`src/rtl/conv_window_scanner.sv`:
```
// conv_window_scanner: walks every KxK kernel window over an IMG_H x IMG_W x CH
//   feature map at a runtime stride and emits one beat per window element.
// Latency: start sampled in IDLE at edge N gives the first beat (origin 0,0) from N+1.
// Backpressure: valid/ready; indices advance only on valid && ready, and all
//   outputs hold stable while ready is low.
//
// Ports:
//   clk, rst              rising-edge clock, asynchronous active-high reset
//   start                 launch a scan (IDLE only)
//   stride                window step in rows and columns, latched at start; 0 acts as 1
//   abort                 synchronous return to IDLE, no done pulse
//   ready                 downstream accepts the current beat
//   valid                 beat present
//   org_row, org_col      window origin
//   k_row, k_col, k_ch    kernel offsets and channel within the window
//   addr                  linear input address of the element
//   win_first, win_last   first / last element of a window (gated by valid)
//   busy                  scan in progress
//   done                  one-cycle pulse after the final beat is accepted
module conv_window_scanner #(
  parameter int IMG_W = 8,
  parameter int IMG_H = 8,
  parameter int K     = 3,
  parameter int CH    = 3,
  localparam int RW   = ($clog2(IMG_H) > 0) ? $clog2(IMG_H) : 1,
  localparam int CWD  = ($clog2(IMG_W) > 0) ? $clog2(IMG_W) : 1,
  localparam int KW   = ($clog2(K) > 0) ? $clog2(K) : 1,
  localparam int HW   = ($clog2(CH) > 0) ? $clog2(CH) : 1,
  localparam int AW   = ($clog2(IMG_W*IMG_H*CH) > 0) ? $clog2(IMG_W*IMG_H*CH) : 1
) (
  input  logic           clk,
  input  logic           rst,
  input  logic           start,
  input  logic [1:0]     stride,
  input  logic           abort,
  input  logic           ready,
  output logic           valid,
  output logic [RW-1:0]  org_row,
  output logic [CWD-1:0] org_col,
  output logic [KW-1:0]  k_row,
  output logic [KW-1:0]  k_col,
  output logic [HW-1:0]  k_ch,
  output logic [AW-1:0]  addr,
  output logic           win_first,
  output logic           win_last,
  output logic           busy,
  output logic           done
);

  typedef enum logic [1:0] {
    S_IDLE = 2'd0,
    S_RUN  = 2'd1,
    S_DONE = 2'd2
  } state_t;

  localparam logic [KW-1:0]  K_MAX   = KW'(K - 1);
  localparam logic [HW-1:0]  CH_MAX  = HW'(CH - 1);
  // Largest legal origin on each axis; two guard bits so origin + stride never wraps.
  localparam logic [RW+1:0]  ROW_LIM = (RW + 2)'(IMG_H - K);
  localparam logic [CWD+1:0] COL_LIM = (CWD + 2)'(IMG_W - K);

  state_t       state;
  logic [1:0]   stride_q;

  logic         ch_wrap;
  logic         kcol_wrap;
  logic         krow_wrap;
  logic [CWD+1:0] col_next;
  logic [RW+1:0]  row_next;
  logic         col_step_ok;
  logic         row_step_ok;
  logic         last_beat;
  logic         fire;

  assign ch_wrap     = (k_ch == CH_MAX);
  assign kcol_wrap   = (k_col == K_MAX);
  assign krow_wrap   = (k_row == K_MAX);
  assign col_next    = (CWD + 2)'(org_col) + (CWD + 2)'(stride_q);
  assign row_next    = (RW + 2)'(org_row) + (RW + 2)'(stride_q);
  assign col_step_ok = (col_next <= COL_LIM);
  assign row_step_ok = (row_next <= ROW_LIM);
  assign last_beat   = ch_wrap && kcol_wrap && krow_wrap && !col_step_ok && !row_step_ok;
  assign fire        = valid && ready;

  // Address is computed in AW bits. The true value is always below
  // IMG_W*IMG_H*CH <= 2^AW and every partial term is no larger than the
  // final result, so modular AW-bit arithmetic is exact.
  logic [AW-1:0] row_abs;
  logic [AW-1:0] col_abs;

  assign row_abs = AW'(org_row) + AW'(k_row);
  assign col_abs = AW'(org_col) + AW'(k_col);
  assign addr    = (row_abs * AW'(IMG_W) + col_abs) * AW'(CH) + AW'(k_ch);

  assign win_first = valid && (k_row == '0) && (k_col == '0) && (k_ch == '0);
  assign win_last  = valid && krow_wrap && kcol_wrap && ch_wrap;

  always_ff @(posedge clk or posedge rst) begin
    if (rst) begin
      state    <= S_IDLE;
      stride_q <= 2'd1;
      valid    <= 1'b0;
      busy     <= 1'b0;
      done     <= 1'b0;
      org_row  <= '0;
      org_col  <= '0;
      k_row    <= '0;
      k_col    <= '0;
      k_ch     <= '0;
    end else if (abort) begin
      // Abort wins over start and over a pending handshake; progress is dropped.
      state   <= S_IDLE;
      valid   <= 1'b0;
      busy    <= 1'b0;
      done    <= 1'b0;
      org_row <= '0;
      org_col <= '0;
      k_row   <= '0;
      k_col   <= '0;
      k_ch    <= '0;
    end else begin
      case (state)
        S_IDLE: begin
          done <= 1'b0;
          if (start) begin
            state    <= S_RUN;
            valid    <= 1'b1;
            busy     <= 1'b1;
            stride_q <= (stride == 2'd0) ? 2'd1 : stride;
            org_row  <= '0;
            org_col  <= '0;
            k_row    <= '0;
            k_col    <= '0;
            k_ch     <= '0;
          end
        end

        S_RUN: begin
          if (fire) begin
            if (last_beat) begin
              state   <= S_DONE;
              valid   <= 1'b0;
              busy    <= 1'b0;
              done    <= 1'b1;
              org_row <= '0;
              org_col <= '0;
              k_row   <= '0;
              k_col   <= '0;
              k_ch    <= '0;
            end else if (!ch_wrap) begin
              k_ch <= k_ch + HW'(1);
            end else begin
              k_ch <= '0;
              if (!kcol_wrap) begin
                k_col <= k_col + KW'(1);
              end else begin
                k_col <= '0;
                if (!krow_wrap) begin
                  k_row <= k_row + KW'(1);
                end else begin
                  k_row <= '0;
                  // Window finished: step the origin, columns first.
                  if (col_step_ok) begin
                    org_col <= col_next[CWD-1:0];
                  end else begin
                    org_col <= '0;
                    org_row <= row_next[RW-1:0];
                  end
                end
              end
            end
          end
        end

        S_DONE: begin
          done  <= 1'b0;
          state <= S_IDLE;
        end

        default: begin
          state <= S_IDLE;
          valid <= 1'b0;
          busy  <= 1'b0;
          done  <= 1'b0;
        end
      endcase
    end
  end

endmodule

```
`config.mk`:
```
export PLATFORM = sky130hd
export DESIGN_NAME = conv_window_scanner
export DESIGN_NICKNAME = d
export VERILOG_FILES = /design/src/rtl/conv_window_scanner.sv
export SDC_FILE = /design/constraint.sdc
export NUM_CORES = 1
export LEC_CHECK = 0
export BUFFER_PORTS_ARGS = -buffer_cell sky130_fd_sc_hd__buf_4
export CORE_AREA = 2 2 52 90
export DETAILED_ROUTE_END_ITERATION = 8
export DIE_AREA = 0 0 54 92
export GPL_ROUTABILITY_DRIVEN = 0
export SYNTH_ARGS = -nofsm -noshare
export SYNTH_HDL_FRONTEND = slang
export SYNTH_SLANG_ARGS = --single-unit
```
`constraint.sdc`:
```
create_clock -name clk -period 10.89 [get_ports clk]
set_input_delay 3.267 -clock clk [delete_from_list [all_inputs] [get_ports clk]]
set_output_delay 3.267 -clock clk [all_outputs]
set_load 0.01 [all_outputs]
```
==> impl_metrics.env <==
export IMPL_synth_edff_count=0
export IMPL_cts_repair_resized=0
export IMPL_totalNegativeSetupSlack_ns=0
export IMPL_synth_most_common_cell="ha_1"
export IMPL_p_leak_nw=1.049
export IMPL_cts_root_buf="clkbuf_8"
export IMPL_min_to="done"
export IMPL_timing_final_setup_violations=0
export IMPL_critPathMostFrequentCell="fa_1"
export IMPL_cp_startpoint="k_col[0]"
export IMPL_r2r_end="org_row[2]"
export IMPL_dp_cells=239
export IMPL_avgSynthCellArea_um2=10.40
export IMPL_postCtsSetupRepairBufs=0
export IMPL_fillers=431
export IMPL_min_from="done"
export IMPL_dieArea_um2=4968
export IMPL_synth_nets=191
export IMPL_synth_top_area_cell="dfrtp_1"
export IMPL_min_period_ns=6.587
export IMPL_viasPerCell=5.457
export IMPL_path_buf_inv=3
export IMPL_layoutNonFillerInstCount=243
export IMPL_r2r_cells=7
export IMPL_hold_violations=0
export IMPL_ir_drop_mv=0.07568
export IMPL_status="completed"
export IMPL_clk_latency_ns=0.26
export IMPL_num_antenna_cells=0
export IMPL_rsz0062_at_grt="false"
export IMPL_slew_headroom=0.5131
export IMPL_fmax_mhz=151.8
export IMPL_drv_slew=0
export IMPL_final_layout_size_suffix_gt1_frac=0.2813
export IMPL_synthesis_area_um2=1643
export IMPL_seq_area_um2=451.7
export IMPL_drt_total_wl_um=3515
export IMPL_ctsHoldBuffers=0
export IMPL_io_buffers=31
export IMPL_arrival_ns=3.32
export IMPL_worst_pin_slew_ns=0.7296
export IMPL_grt_ovfl_total=0
export IMPL_synth_cell_types=50
export IMPL_path_delay_family="adder cells"
export IMPL_grt_antenna_before_repair=0
export IMPL_post_drt_wl_per_cell_um=14.47
export IMPL_cts_sinks=18
export IMPL_start_util=0.3799
export IMPL_synth_cells=158
export IMPL_worstPathRequired_ns=7.62
export IMPL_critPathMaxFanout=7
export IMPL_power_mw=0.2094
export IMPL_initialDrtViolationCount=16
export IMPL_worstSetupPathType="register to primary output"
export IMPL_synthFlopType="dfrtp_1"
export IMPL_grt_usage=0.1592
export IMPL_grt_pass1_vias=1331
export IMPL_seq_area_frac_synth=0.2749
export IMPL_finalWorstSetupSlack_ns=4.303
export IMPL_critPathSlowestCell="fa_1"
export IMPL_maxCapViolCount=0
export IMPL_ioPinCount=32
export IMPL_vias=1326
export IMPL_synthTopCellsByCount="ha_1, dfrtp_1, inv_1, nand2_1, xnor2_1"
export IMPL_rows=32
export IMPL_post_place_ws_ns=4.538
export IMPL_power_density_nw_per_um2=105.9
export IMPL_syn_to_final_growth_pct=20.34
export IMPL_nets=226
export IMPL_grt_pass1_wl_um=5920
export IMPL_die_y_um=92
export IMPL_yosysWarnings=0
export IMPL_holdWs_ns=0.5034
export IMPL_synthArstFlopShare=1.000
export IMPL_ant_nets=0
export IMPL_finalCritPeriodShare=0.6048
export IMPL_startpoint_type="register"
export IMPL_die_w_um=54
export IMPL_fin_skew_ns=0.007059
export IMPL_reg2reg_setup_slack_ns=8.41
export IMPL_synth_top_cell_area_share=0.2589
export IMPL_cts_tree="yes"
export IMPL_hold_depth=1
export IMPL_crit_chain="ha_1 -> fa_1 -> fa_1 -> ha_1 -> inv_1 -> fa_1 -> inv_1 -> a21o_1 -> a21oi_1 -> o21ai_0 -> xnor2_1 -> buf_4"
export IMPL_holdCritPathClass="register to register"
export IMPL_synth_seq_cells=18
export IMPL_end_kind="primary output"
export IMPL_multiInputGateArea_um2=1142
export IMPL_h_tree_depth=1
export IMPL_max_stage_delay_ns=0.52
export IMPL_r2r_start="stride_q[0]"
export IMPL_drcViolationCount=0
export IMPL_clk_pin_slew_ns=0.08
export IMPL_grt_max_degree=19
export IMPL_numCtsBuffers=3
export IMPL_clock_path_buffers=2
export IMPL_synth_area_top_cells="dfrtp_1, ha_1, fa_1, xnor2_1, a22o_1"
export IMPL_first_pass_iters=4
export IMPL_core_area_um2=4324
export IMPL_place_hpwl_um=2918
[kinds of logic (layout without fill, tap and decap cells)]
kind of cell | Yosys count | after routing | synth area share
and+or+nand+nor | 46 | 46 | 0.1813
adders and majority gates | 26 | 26 | 0.2254
DFF | 18 | 18 | 0.2749
AOI/OAI and AO/OA | 42 | 42 | 0.2125
muxes | 1 | 1 | 0.006854
buffers and inverters | 12 | 46 | 0.02970
xor gates and xnor gates | 13 | 13 | 0.06931
[state kept, by name, summed over array words and instances (netlist names)]
name / cells
busy: 1
org_col: 3
stride_q: 2
k_row: 2
k_ch: 2
done: 1
state: 2
k_col: 2
org_row: 3
[worst max path at each step]
stage / cells past startpoint / endpoint
2_1_floorplan: 11 / addr[7]
3_3_place_gp: 12 / addr[7]
3_5_place_dp: 12 / addr[7]
4_1_cts: 12 / addr[7]
5_1_grt: 12 / addr[7]
6_report: 12 / addr[7]
[cell type report]
| cell class | count | share of cell area |
|---|---|---|
| clock buffers | 4 | 0.02278 |
| repair buffers | 31 | 0.1177 |
| well taps | 51 | 0.03228 |
| multi-input cells | 128 | 0.5778 |
| inverters | 11 | 0.02089 |
| flip-flops and latches | 18 | 0.2285 |
[power breakdown]
group / internal, mW / switching [mW] / total [mW]
combinational: 0.0386 / 0.0391 / 0.0777
sequential: 0.0722 / 0.00968 / 0.0819
clock: 0.0260 / 0.0238 / 0.0498
total: 0.137 / 0.0725 / 0.209
[per-layer routing]
metal | part of all wire | routed length [um] | global-route usage | vias up
met5 | 0 | 0 | 0 | -
met4 | 0.010 | 36 | 0.04375 | 0
met3 | 0.026 | 90 | 0.01466 | 4
met2 | 0.59 | 2058 | 0.3110 | 24
met1 | 0.38 | 1330 | 0.1668 | 658
li1 | - | - | - | 640
[metrics by stage]
stage | util | area [um^2]
floorplan | - | 1643
global placement | 0.4468 | 1932
detailed placement | 0.4468 | 1932
CTS | 0.4572 | 1977
global route | 0.4572 | 1977
finish | 0.4572 | 1977
[placed cells by master (no fill, tap or decap), types with 2 or more instances in the layout]
master / netlist / final
clkbuf_8: 0 / 3
and2_1: 2 / 2
xor2_1: 2 / 2
o21ai_0: 6 / 6
and3_1: 2 / 2
dfrtp_1: 17 / 17
a21oi_1: 7 / 7
inv_1: 11 / 11
nor4_1: 2 / 2
xnor2_1: 11 / 11
a21o_1: 4 / 4
nand3_1: 2 / 2
nand2_1: 11 / 11
nor2b_1: 5 / 5
a22o_1: 7 / 7
o21bai_1: 4 / 4
a32o_1: 2 / 2
fa_1: 6 / 6
buf_4: 1 / 31
ha_1: 20 / 20
nor2_1: 6 / 6
Power figures use the tool's default switching activity.
